<file path="config.mk">
export PLATFORM = sky130hd
export DESIGN_NAME = bin2bcd_seq
export DESIGN_NICKNAME = d
export VERILOG_FILES = /design/src/rtl/bin2bcd_seq.sv
export SDC_FILE = /design/constraint.sdc
export NUM_CORES = 1
export LEC_CHECK = 0
export BUFFER_PORTS_ARGS = -buffer_cell sky130_fd_sc_hd__buf_2
export CAP_MARGIN = 20
export CORE_MARGIN = 1.5
export CORE_UTILIZATION = 40
export DETAILED_ROUTE_END_ITERATION = 7
export PLACE_DENSITY = 0.6
export SETUP_SLACK_MARGIN = 0.05
export SYNTH_ARGS = -nofsm -noshare
export SYNTH_HDL_FRONTEND = slang
export SYNTH_SLANG_ARGS = --single-unit
</file>
<file path="constraint.sdc">
create_clock -name clk -period 1.8 [get_ports clk]
set_clock_uncertainty 0.1 [all_clocks]
set_input_delay 0.09 -clock clk [delete_from_list [all_inputs] [get_ports clk]]
set_output_delay 0.09 -clock clk [all_outputs]
set_load 0.03 [all_outputs]
</file>
<file path="src/rtl/bin2bcd_seq.sv">
// Sequential 16-bit binary to 5-digit BCD converter (double dabble, one bit per clock).
// Define BIN2BCD_SIGNED_EN to treat bin as two's complement and report the sign on neg.
module bin2bcd_seq #(
  parameter int WIDTH  = 16,
  parameter int DIGITS = 5
) (
  input  logic                  clk,
  input  logic                  rst,
  input  logic                  start,
  input  logic [WIDTH-1:0]      bin,
  output logic                  busy,
  output logic                  done,
  output logic [DIGITS*4-1:0]   bcd,
  output logic                  neg
);

  localparam int CW = $clog2(WIDTH);

  typedef enum logic [1:0] {
    IDLE  = 2'd0,
    SHIFT = 2'd1,
    DONE  = 2'd2
  } state_t;

  state_t               state_reg,   state_next;
  logic [WIDTH-1:0]     operand_reg, operand_next;
  logic                 sign_reg,    sign_next;
  logic [DIGITS*4-1:0]  scratch_reg, scratch_next;
  logic [CW-1:0]        count_reg,   count_next;
  logic [DIGITS*4-1:0]  bcd_reg,     bcd_next;
  logic                 neg_reg,     neg_next;
  logic                 done_reg,    done_next;

  logic [WIDTH-1:0]     mag;
  logic                 sign_in;
  logic [DIGITS*4-1:0]  adj;

`ifdef BIN2BCD_SIGNED_EN
  // 16'h8000 negates to itself, which read unsigned is exactly 32768
  assign mag     = bin[WIDTH-1] ? (~bin + WIDTH'(1)) : bin;
  assign sign_in = bin[WIDTH-1];
`else
  assign mag     = bin;
  assign sign_in = 1'b0;
`endif

  // Add-3 correction on every digit before it is doubled by the shift
  generate
    for (genvar gi = 0; gi < DIGITS; gi++) begin : g_adj
      assign adj[gi*4 +: 4] = (scratch_reg[gi*4 +: 4] >= 4'd5) ?
                              (scratch_reg[gi*4 +: 4] + 4'd3) :
                              scratch_reg[gi*4 +: 4];
    end
  endgenerate

  always_ff @(posedge clk or posedge rst) begin
    if (rst) begin
      state_reg   <= IDLE;
      operand_reg <= '0;
      sign_reg    <= 1'b0;
      scratch_reg <= '0;
      count_reg   <= '0;
      bcd_reg     <= '0;
      neg_reg     <= 1'b0;
      done_reg    <= 1'b0;
    end else begin
      state_reg   <= state_next;
      operand_reg <= operand_next;
      sign_reg    <= sign_next;
      scratch_reg <= scratch_next;
      count_reg   <= count_next;
      bcd_reg     <= bcd_next;
      neg_reg     <= neg_next;
      done_reg    <= done_next;
    end
  end

  always_comb begin
    state_next   = state_reg;
    operand_next = operand_reg;
    sign_next    = sign_reg;
    scratch_next = scratch_reg;
    count_next   = count_reg;
    bcd_next     = bcd_reg;
    neg_next     = neg_reg;
    done_next    = 1'b0;
    case (state_reg)
      IDLE: begin
        if (start) begin
          operand_next = mag;
          sign_next    = sign_in;
          scratch_next = '0;
          count_next   = '0;
          state_next   = SHIFT;
        end
      end
      SHIFT: begin
        {scratch_next, operand_next} = {adj, operand_reg} << 1;
        count_next = count_reg + CW'(1);
        if (count_reg == CW'(WIDTH - 1)) begin
          bcd_next   = scratch_next;
          neg_next   = sign_reg;
          done_next  = 1'b1;
          state_next = DONE;
        end
      end
      DONE: begin
        state_next = IDLE;
      end
      default: begin
        state_next = IDLE;
      end
    endcase
  end

  assign busy = (state_reg != IDLE);
  assign done = done_reg;
  assign bcd  = bcd_reg;
  assign neg  = neg_reg;

endmodule
</file>
==> flow_summary_export.csv, run 1 <==
group,metric,value,unit
floorplanning,die_w,91.0,um
timing,final_max_slew_viol_count,0,
routing,post_drt_wl_per_cell,13.6,um
timing,setup-tns-final,0,ps
clock_network,clk_latency,330,ps
placement,gp_congestion,0.755,
power,combPwrFrac,47.6,%
timing,rsz0062_at_grt,"no",
floorplanning,die-area,0.00829,mm2
power,seqPwrFrac,36.5,%
power,power.density,1820,mW/mm2
power,clkPwrFrac,15.9,%
power,internal-power,4.06,mW
clock_network,max-clock-path-buffers,2,
synth,synth_cell_types,33,
critical_path,worstPathMaxFanout,20,
timing,min_period,1680,ps
layout,drive_gt1_share,23.7,%
global_routing,met2_usage,27.1,%
timing,period_share,93.5,%
global_routing,track_usage,16.6,%
synth,synth-async-reset-ratio,100,%
power,cellLeakagePower,1.74,nW
layout,area.growth.synth_to_final,23.5,%
synth,ys_warn_count,0,
synth,synthesis.nets,337,
min_path,worstHoldStart,"start",
layout,num_antenna_cells,0,
critical_path,r2r_setup_slack,140,ps
synth,synth_top_area_share,50.9,%
global_routing,grt_pass1_wl,11000,um
synth,yosysSeqAreaShare,50.9,%
clock_network,cts_tree,"built",
status,status,"finished clean",
global_routing,grt_max_degree,64,
clock_network,htreeDepth,3,
critical_path,cpLargestDelayFamily,"flip-flops",
timing,setup_viol,0,
global_routing,grt.met1_usage,21.7,%
critical_path,reg2reg_from,"count_reg[0]",
floorplanning,ios,42,
routing,drt-total-wl,6390,um
power,power,6.97,mW
synth,syn_area,0.00310,mm2
routing,detail-route-antenna-nets,0,
synth,synthCells,307,
power,switchingPower,2.91,mW
placement,hpwl,3930,um
timing,tightest_slew,602,ps
power,swShare,41.8,%
timing,maxSlewHeadroom,59.8,%
critical_path,r2r_cells,5,
synth,synth_enable_flop_cells,0,
placement,post-place-ws,18.5,ps
clock_network,postCtsSetupRepairBufs,0,
clock_network,clk_pin_slew,70,ps
synth,synth-seq-cells,63,
critical_path,slowest_delay,440,ps
synth,ys.flop_type,"dfrtp_1",
timing,max_freq,594,MHz
global_routing,grt_busiest_layer,"met2",
clock_network,root_buffer,"clkbuf_8",
layout,nets,396,
routing,firstDrtPassIters,4,
global_routing,grt_overflow,0,
floorplanning,die_y,91.0,um
synth,yosysTopAreaCell,"dfrtp_1",
global_routing,antenna_found_initial,0,
critical_path,worst_setup_path_end_kind,"output pin",
clock_network,clkSinkCount,63,
min_path,hold_end,"scratch_reg[17]",
synth,synth_area_leaders,"dfrtp_1, o21ai_0, a21oi_1, ha_1, a22oi_1",
critical_path,slowest_stage,"dfrtp_1",
timing,fin_ws,117,ps
critical_path,critPathBufInv,2,
global_routing,first_global_vias,2380,
timing,hold_violations,0,
job,maxCapViolations,0,
min_path,hold_depth,4,
routing,drc,0,
floorplanning,start_util,42.1,%
routing,vias,2400,
critical_path,cp-start-kind,"flip-flop",
critical_path,worstSetupPathType,"flip-flop to output pin",
critical_path,crit_arrival,1490,ps
floorplanning,core.rowCount,31,
synth,syn_area_per_cell,10.1,um2
floorplanning,coreArea,0.00737,mm2
placement,portBuffers,40,
global_routing,met3_usage,3.85,%
routing,drt-initial-drc-count,89,
power,ir_drop,0.675,mV
critical_path,worstPathCellList,"buf_4 -> or2_2 -> buf_2",
critical_path,r2r_end,"bcd[1]",
clock_network,cts-buffers-inserted,9,
min_path,hp-class,"input port to flip-flop",
critical_path,required,1610,ps
routing,vias_per_cell,5.11,
[worst reg2reg max path, cell delays in order, from the launching register on]
cell,delay [ps]
dfrtp_1,390
ha_2,220
nand3_1,70
or2_1,270
inv_6,140
mux2_1,340
[kinds of logic after synthesis]
group / after synthesis / share of synthesized area (%)
compound gates: 105 / 20.0
simple gates: 79 / 13.5
flops: 63 / 50.9
buf+inv: 31 / 5.09
mux: 12 / 4.52
fa+ha+maj: 11 / 4.44
xor+xnor: 5 / 1.41
other cells: 1 / 0.121
[synthesized netlist by cell type (5+ instances only)]
library cell	count
buf_2	6
nor2b_1	18
o21ai_1	8
a21oi_1	28
ha_1	11
clkbuf_1	5
nand3_1	7
o21ai_0	39
mux2i_1	5
nand2b_1	5
inv_1	12
nor3b_1	9
dfrtp_1	63
a22o_1	10
nand2_1	30
a22oi_1	15
xnor2_1	5
nor3_1	6
[cell usage in the layout (no fill, tap or decap), types with 5 or more instances in the layout]
cell	n
ha_1	5
dlygate4sd3_1	17
xnor2_1	5
nor3_1	6
nand2b_1	5
o21ai_0	39
a21oi_2	5
buf_2	40
a21oi_1	25
buf_4	8
o21ai_1	8
a22o_1	10
inv_1	10
nor2b_1	17
nor3b_1	9
nand3_1	7
a22oi_1	15
nand2_1	30
dfrtp_1	62
clkbuf_8	11
[metal layers]
layer  routed length [um]  up-vias
met5                    0        -
met4                   83        0
met3                  183        6
met2                 3040       38
met1                 3080     1163
li1                     -     1193
[power groups by stage]
stage	sequential [mW]	clock, mW	combinational (mW)
2_1_floorplan	2.84	0	2.03
3_3_place_gp	2.53	0	3.02
3_5_place_dp	2.54	0	3.10
4_1_cts	2.53	1.14	3.14
5_1_grt	2.65	1.22	3.71
6_report	2.54	1.11	3.32
[how the worst max path moves through the flow]
| stage | cells after the start | slack [ps] | startpoint | end |
|---|---|---|---|---|
| 6_report | 3 | 120 | state_reg[0] | busy |
| 5_1_grt | 6 | 20 | scratch_reg[17] | bcd[18] |
| 4_1_cts | 6 | 60 | scratch_reg[12] | bcd[14] |
| 3_5_place_dp | 3 | 20 | state_reg[0] | count_reg[2] |
| 3_3_place_gp | 3 | 110 | state_reg[0] | scratch_reg[19] |
| 2_1_floorplan | 6 | 210 | count_reg[0] | bcd[1] |
[cell type report]
| type | count | area [um2] |
|---|---|---|
| clock buffer | 13 | 159 |
| clock inverter | 3 | 17.5 |
| fill | 715 | 3540 |
| inverter | 13 | 57.6 |
| multi-input combinational | 213 | 1440 |
| sequential | 63 | 1580 |
| tap | 99 | 124 |
| timing repair buffer | 66 | 450 |
[through the flow]
stage	std cells	utilization, %	hold WS [ps]	instance area [um2]
floorplan	307	-	115	3100
global placement	437	46.2	109	3410
detailed placement	437	46.2	112	3410
CTS	470	51.0	211	3760
global route	470	52.0	255	3830
finish	470	52.0	219	3830
[timing repair]
action | 4_1_cts | 5_1_grt
setup endpoints to repair | 3 | 14
endpoints found under the hold margin | 79 | 0
hold buffers | 17 | 0
pin swaps | 0 | 4
resized for setup | 1 | 17
No activity file was read; power rests on OpenSTA's default activity.
==> inputs of run 2 (changes only) <==
--- a/config.mk
+++ b/config.mk
@@ -7,10 +7,12 @@
 export LEC_CHECK = 0
 export BUFFER_PORTS_ARGS = -buffer_cell sky130_fd_sc_hd__buf_2
 export CAP_MARGIN = 20
+export CELL_PAD_IN_SITES_DETAIL_PLACEMENT = 2
+export CELL_PAD_IN_SITES_GLOBAL_PLACEMENT = 2
 export CORE_MARGIN = 1.5
-export CORE_UTILIZATION = 40
+export CORE_UTILIZATION = 33
 export DETAILED_ROUTE_END_ITERATION = 7
-export PLACE_DENSITY = 0.6
+export PLACE_DENSITY = 0.75
 export SETUP_SLACK_MARGIN = 0.05
 export SYNTH_ARGS = -nofsm -noshare
 export SYNTH_HDL_FRONTEND = slang
==> flow_summary_export.csv, run 2 (synthesis results as in run 1) <==
group,metric,value,unit
status,status,"finished clean",
layout,area.growth.synth_to_final,25.6,%
power,clkPwrFrac,15.0,%
placement,portBuffers,40,
timing,setup-tns-final,0,ps
critical_path,worstSetupPathType,"flip-flop to flip-flop",
timing,maxSlewHeadroom,58.8,%
global_routing,grt_max_degree,45,
routing,drc,0,
critical_path,worstPathMaxFanout,5,
global_routing,first_global_vias,2727,
min_path,hp-class,"input port to flip-flop",
global_routing,track_usage,17.5,%
power,power.density,1870,mW/mm2
timing,fin_ws,126,ps
clock_network,clk_pin_slew,60,ps
timing,max_freq,597,MHz
power,cellLeakagePower,1.78,nW
floorplanning,die-area,0.00998,mm2
clock_network,cts-buffers-inserted,9,
placement,gp_congestion,0.735,
power,ir_drop,0.594,mV
routing,detail-route-antenna-nets,0,
clock_network,root_buffer,"clkbuf_8",
routing,drt-total-wl,8360,um
power,internal-power,4.16,mW
timing,tightest_slew,616,ps
critical_path,cp-start-kind,"flip-flop",
routing,vias,2538,
layout,nets,401,
global_routing,grt_overflow,0,
layout,num_antenna_cells,0,
floorplanning,start_util,33.9,%
timing,rsz0062_at_grt,"yes",
timing,setup_viol,0,
routing,post_drt_wl_per_cell,17.2,um
power,combPwrFrac,49.6,%
critical_path,worst_setup_path_end_kind,"flip-flop",
layout,layout_commonest_cell,"dfrtp_1",
global_routing,antenna_found_initial,0,
floorplanning,coreArea,0.00915,mm2
clock_network,clkSinkCount,63,
clock_network,max-clock-path-buffers,2,
layout,final_util,42.5,%
timing,period_share,93.0,%
placement,hpwl,5270,um
floorplanning,die_y,99.9,um
timing,hold_violations,0,
critical_path,required,1970,ps
clock_network,htreeDepth,3,
power,power,7.27,mW
layout,drive_gt1_share,25.4,%
timing,final_max_slew_viol_count,0,
layout,final_cell_mix,"dfrtp_1, o21ai_0, buf_2, nand2_1, a21oi_1",
routing,vias_per_cell,5.23,
timing,whs,199,ps
clock_network,clk_latency,340,ps
floorplanning,core.rowCount,35,
placement,post-place-ws,-21.8,ps
floorplanning,die_w,99.9,um
power,swShare,42.9,%
power,seqPwrFrac,35.4,%
critical_path,crit_arrival,1850,ps
clock_network,cts_tree,"built",
routing,drt-initial-drc-count,50,
power,switchingPower,3.12,mW
routing,firstDrtPassIters,3,
global_routing,grt_pass1_wl,13500,um
job,maxCapViolations,0,
timing,min_period,1670,ps
floorplanning,ios,42,
[run 2: what timing repair did]
item	in CTS	in global routing
cloned	0	1
resized for setup	7	18
setup endpoints to repair	14	26
hold buffers	17	0
endpoints found under the hold margin	35	0
buffers inserted	0	4
pin swaps	0	5
[run 2: cell type report]
type / instances / area [um2]
clock inverters: 1 / 5.00
inverters: 13 / 57.6
fillers: 966 / 5260
repair inverters: 1 / 5.00
well taps: 111 / 139
flip-flops and latches: 63 / 1580
repair buffers: 70 / 499
multi-input cells: 213 / 1450
clock buffers: 13 / 159
[run 2: final timing paths]
path	from	endpoint	slack [ps]	cells after the start
setup / recovery	scratch_reg[9]	scratch_reg[10]	130	6
hold / removal	start	scratch_reg[8]	200	4
setup reg to reg	scratch_reg[9]	scratch_reg[10]	130	6
hold reg to reg	bcd[0]	bcd[0]	380	2
max in group asynchronous	rst	bcd[17]	770	4
min in group asynchronous	rst	bcd[2]	230	3
[run 2: routing by layer]
metal  part of all wire [%]  routed length, um  GRT usage, %
met3                    2.0                169          3.48
met1                     45               3750          20.6
met4                    1.8                152          7.80
met2                     51               4290          31.0
met5                      0                  0             0
[run 2: through the flow]
| step | cell area (um2) | instances |
|---|---|---|
| finish | 3890 | 485 |
| global route | 3890 | 485 |
| floorplan | 3100 | 307 |
| global placement | 3440 | 450 |
| detailed placement | 3440 | 450 |
| CTS | 3800 | 481 |
[run 2: power by group through the flow]
| stage | logic [mW] | clock network [mW] | registers (mW) |
|---|---|---|---|
| after CTS | 3.40 | 1.13 | 2.57 |
| final | 3.61 | 1.09 | 2.58 |
| after global routing | 4.00 | 1.19 | 2.67 |
| after floorplan | 2.03 | 0 | 2.84 |
| after global placement | 3.10 | 0 | 2.54 |
| after detailed placement | 3.29 | 0 | 2.58 |
[run 2: worst max-delay path, cell delays in order (launching register included)]
cell      delay, ps
dfrtp_1         400
inv_1           120
ha_2            240
nand2b_1        100
a21oi_2         200
mux2i_2         280
a22o_1          180
==> inputs of run 3 (changes only) <==
--- a/config.mk
+++ b/config.mk
@@ -9,10 +9,12 @@
 export CAP_MARGIN = 20
 export CELL_PAD_IN_SITES_DETAIL_PLACEMENT = 2
 export CELL_PAD_IN_SITES_GLOBAL_PLACEMENT = 2
-export CORE_MARGIN = 1.5
+export CORE_MARGIN = 3
 export CORE_UTILIZATION = 33
+export CTS_CLUSTER_SIZE = 10
 export DETAILED_ROUTE_END_ITERATION = 7
 export PLACE_DENSITY = 0.75
+export REMOVE_ABC_BUFFERS = 1
 export SETUP_SLACK_MARGIN = 0.05
 export SYNTH_ARGS = -nofsm -noshare
 export SYNTH_HDL_FRONTEND = slang
==> flow_summary_export.csv, run 3 (synthesis results as in run 1) <==
group,metric,value,unit
status,status,"finished clean",
floorplanning,die-area,0.0106,mm2
global_routing,grt_busiest_layer,"met2",
clock_network,root_buffer,"clkbuf_8",
power,power.density,1880,mW/mm2
floorplanning,die_y,103,um
timing,maxSlewHeadroom,59.2,%
clock_network,clkSinkCount,63,
routing,drt-total-wl,8750,um
timing,setup_viol,0,
floorplanning,core.rowCount,34,
layout,area.growth.synth_to_final,26.2,%
critical_path,crit_path_start,"scratch_reg[1]",
critical_path,endpoint,"bcd[2]",
clock_network,cts-buffers-inserted,9,
power,swShare,43.4,%
global_routing,grt_max_degree,27,
timing,final_max_slew_viol_count,0,
critical_path,crit_arrival,1830,ps
power,clkPwrFrac,14.4,%
layout,fillers,973,
critical_path,cpLargestDelayFamily,"multiplexers",
global_routing,first_global_vias,2885,
timing,min_period,1710,ps
timing,tightest_slew,610,ps
clock_network,clk_latency,340,ps
layout,final_cells,484,
placement,placed_area,0.00345,mm2
global_routing,met2_usage,31.5,%
placement,portBuffers,40,
clock_network,cts_tree,"built",
timing,setup-tns-final,0,ps
placement,hpwl,5740,um
routing,drc,0,
critical_path,worstPathMaxFanout,3,
placement,gp_congestion,0.733,
floorplanning,die_w,103,um
critical_path,r2r_cells,6,
global_routing,grt_overflow,0,
layout,final_cell_mix,"dfrtp_1, buf_2, o21ai_0, nand2_1, a21oi_1",
critical_path,r2r_setup_slack,90,ps
global_routing,grt.met1_usage,21.6,%
routing,vias_per_cell,5.24,
critical_path,slowest_delay,390,ps
critical_path,reg2reg_from,"scratch_reg[1]",
critical_path,worstSetupPathType,"flip-flop to flip-flop",
critical_path,required,1920,ps
timing,fin_ws,93.7,ps
floorplanning,start_util,34.7,%
critical_path,slowest_stage,"dfrtp_1",
routing,firstDrtPassIters,4,
min_path,hp-class,"input port to async pin",
power,switchingPower,3.18,mW
power,cellLeakagePower,1.79,nW
job,maxCapViolations,0,
timing,period_share,94.8,%
critical_path,r2r_end,"bcd[2]",
timing,rsz0062_at_grt,"no",
global_routing,met3_usage,2.57,%
power,combPwrFrac,50.1,%
timing,max_freq,586,MHz
timing,hold_violations,0,
routing,vias,2537,
global_routing,grt_pass1_wl,14600,um
layout,finish.instance_area,0.00391,mm2
routing,post_drt_wl_per_cell,18.1,um
critical_path,critPathBufInv,1,
clock_network,max-clock-path-buffers,2,
layout,drive_gt1_share,26.6,%
clock_network,clk_pin_slew,70,ps
floorplanning,coreArea,0.00893,mm2
global_routing,antenna_found_initial,0,
critical_path,worstSetupPathDepth,6,
critical_path,worstPathCellList,"inv_1 -> ha_1 -> nand2b_1 -> a21oi_2 -> mux2i_1 -> mux2_1",
layout,nets,404,
placement,dp.cells,449,
floorplanning,ios,42,
critical_path,cp-start-kind,"flip-flop",
layout,num_antenna_cells,0,
power,internal-power,4.15,mW
routing,drt-initial-drc-count,38,
power,seqPwrFrac,35.5,%
power,ir_drop,0.432,mV
routing,detail-route-antenna-nets,0,
layout,layout_commonest_cell,"dfrtp_1",
critical_path,worst_setup_path_end_kind,"flip-flop",
global_routing,track_usage,17.6,%
clock_network,htreeDepth,3,
placement,post-place-ws,-102,ps
-- run 3: cell count changes in the layout (fill, tap and decap cells not counted), sizes merged --
cell,change
clkbuf,-3
buf,+4
clkinv,+1
clkinvlp,-1
inv,+1
-- run 3: worst min-delay path: stages --
cell,delay [ps]
dlygate4sd3_1,530
buf_2,120
inv_2,290
-- run 3: cell type report --
cell class              instances  area [um2]  area share [%]
repair inverters                1        5.00           0.128
multi-input cells             213        1460            37.4
clock buffers                  11         141            3.61
clock inverters                 2        10.0           0.256
flip-flops and latches         63        1580            40.4
inverters                      13        53.8            1.38
repair buffers                 73         523            13.4
well taps                     108         135            3.45
-- run 3: per-stage QoR --
step / util (%) / hold slack [ps] / power (mW)
after floorplan: - / 183 / 4.78
after global placement: 38.6 / -7.87 / 5.66
after detailed placement: 38.6 / -2.98 / 5.92
after CTS: 42.5 / 174 / 7.10
after global routing: 43.8 / 197 / 7.99
final: 43.8 / 179 / 7.33
-- run 3: repair_timing --
action / in CTS / in global routing
endpoints found under the hold margin: 62 / 0
hold buffers: 17 / 0
gates cloned: 0 / 1
gates resized for setup: 7 / 22
endpoints found under the setup margin: 16 / 28
buffers inserted: 0 / 4
pin swaps: 1 / 4
-- run 3: metal layers --
metal | routed length [um] | vias to the layer above | share of wire (%)
met5 | 0 | - | 0
met4 | 130 | 0 | 1.5
met3 | 184 | 10 | 2.1
met2 | 4430 | 37 | 51
met1 | 4000 | 1285 | 46
li1 | - | 1205 | -
-- run 3: worst min path at each step --
stage | endpoint | cells after the start
2_1_floorplan | operand_reg[0] | 2
3_3_place_gp | scratch_reg[1] | 2
3_5_place_dp | scratch_reg[1] | 2
4_1_cts | scratch_reg[2] | 3
5_1_grt | scratch_reg[2] | 3
6_report | scratch_reg[2] | 3
-- run 3: power groups by stage --
| stage | Combinational, mW | Clock (mW) | Sequential (mW) |
|---|---|---|---|
| after floorplan | 1.90 | 0 | 2.88 |
| after global placement | 3.11 | 0 | 2.55 |
| after detailed placement | 3.32 | 0 | 2.59 |
| after CTS | 3.42 | 1.09 | 2.59 |
| after global routing | 4.11 | 1.17 | 2.72 |
| final | 3.67 | 1.06 | 2.61 |
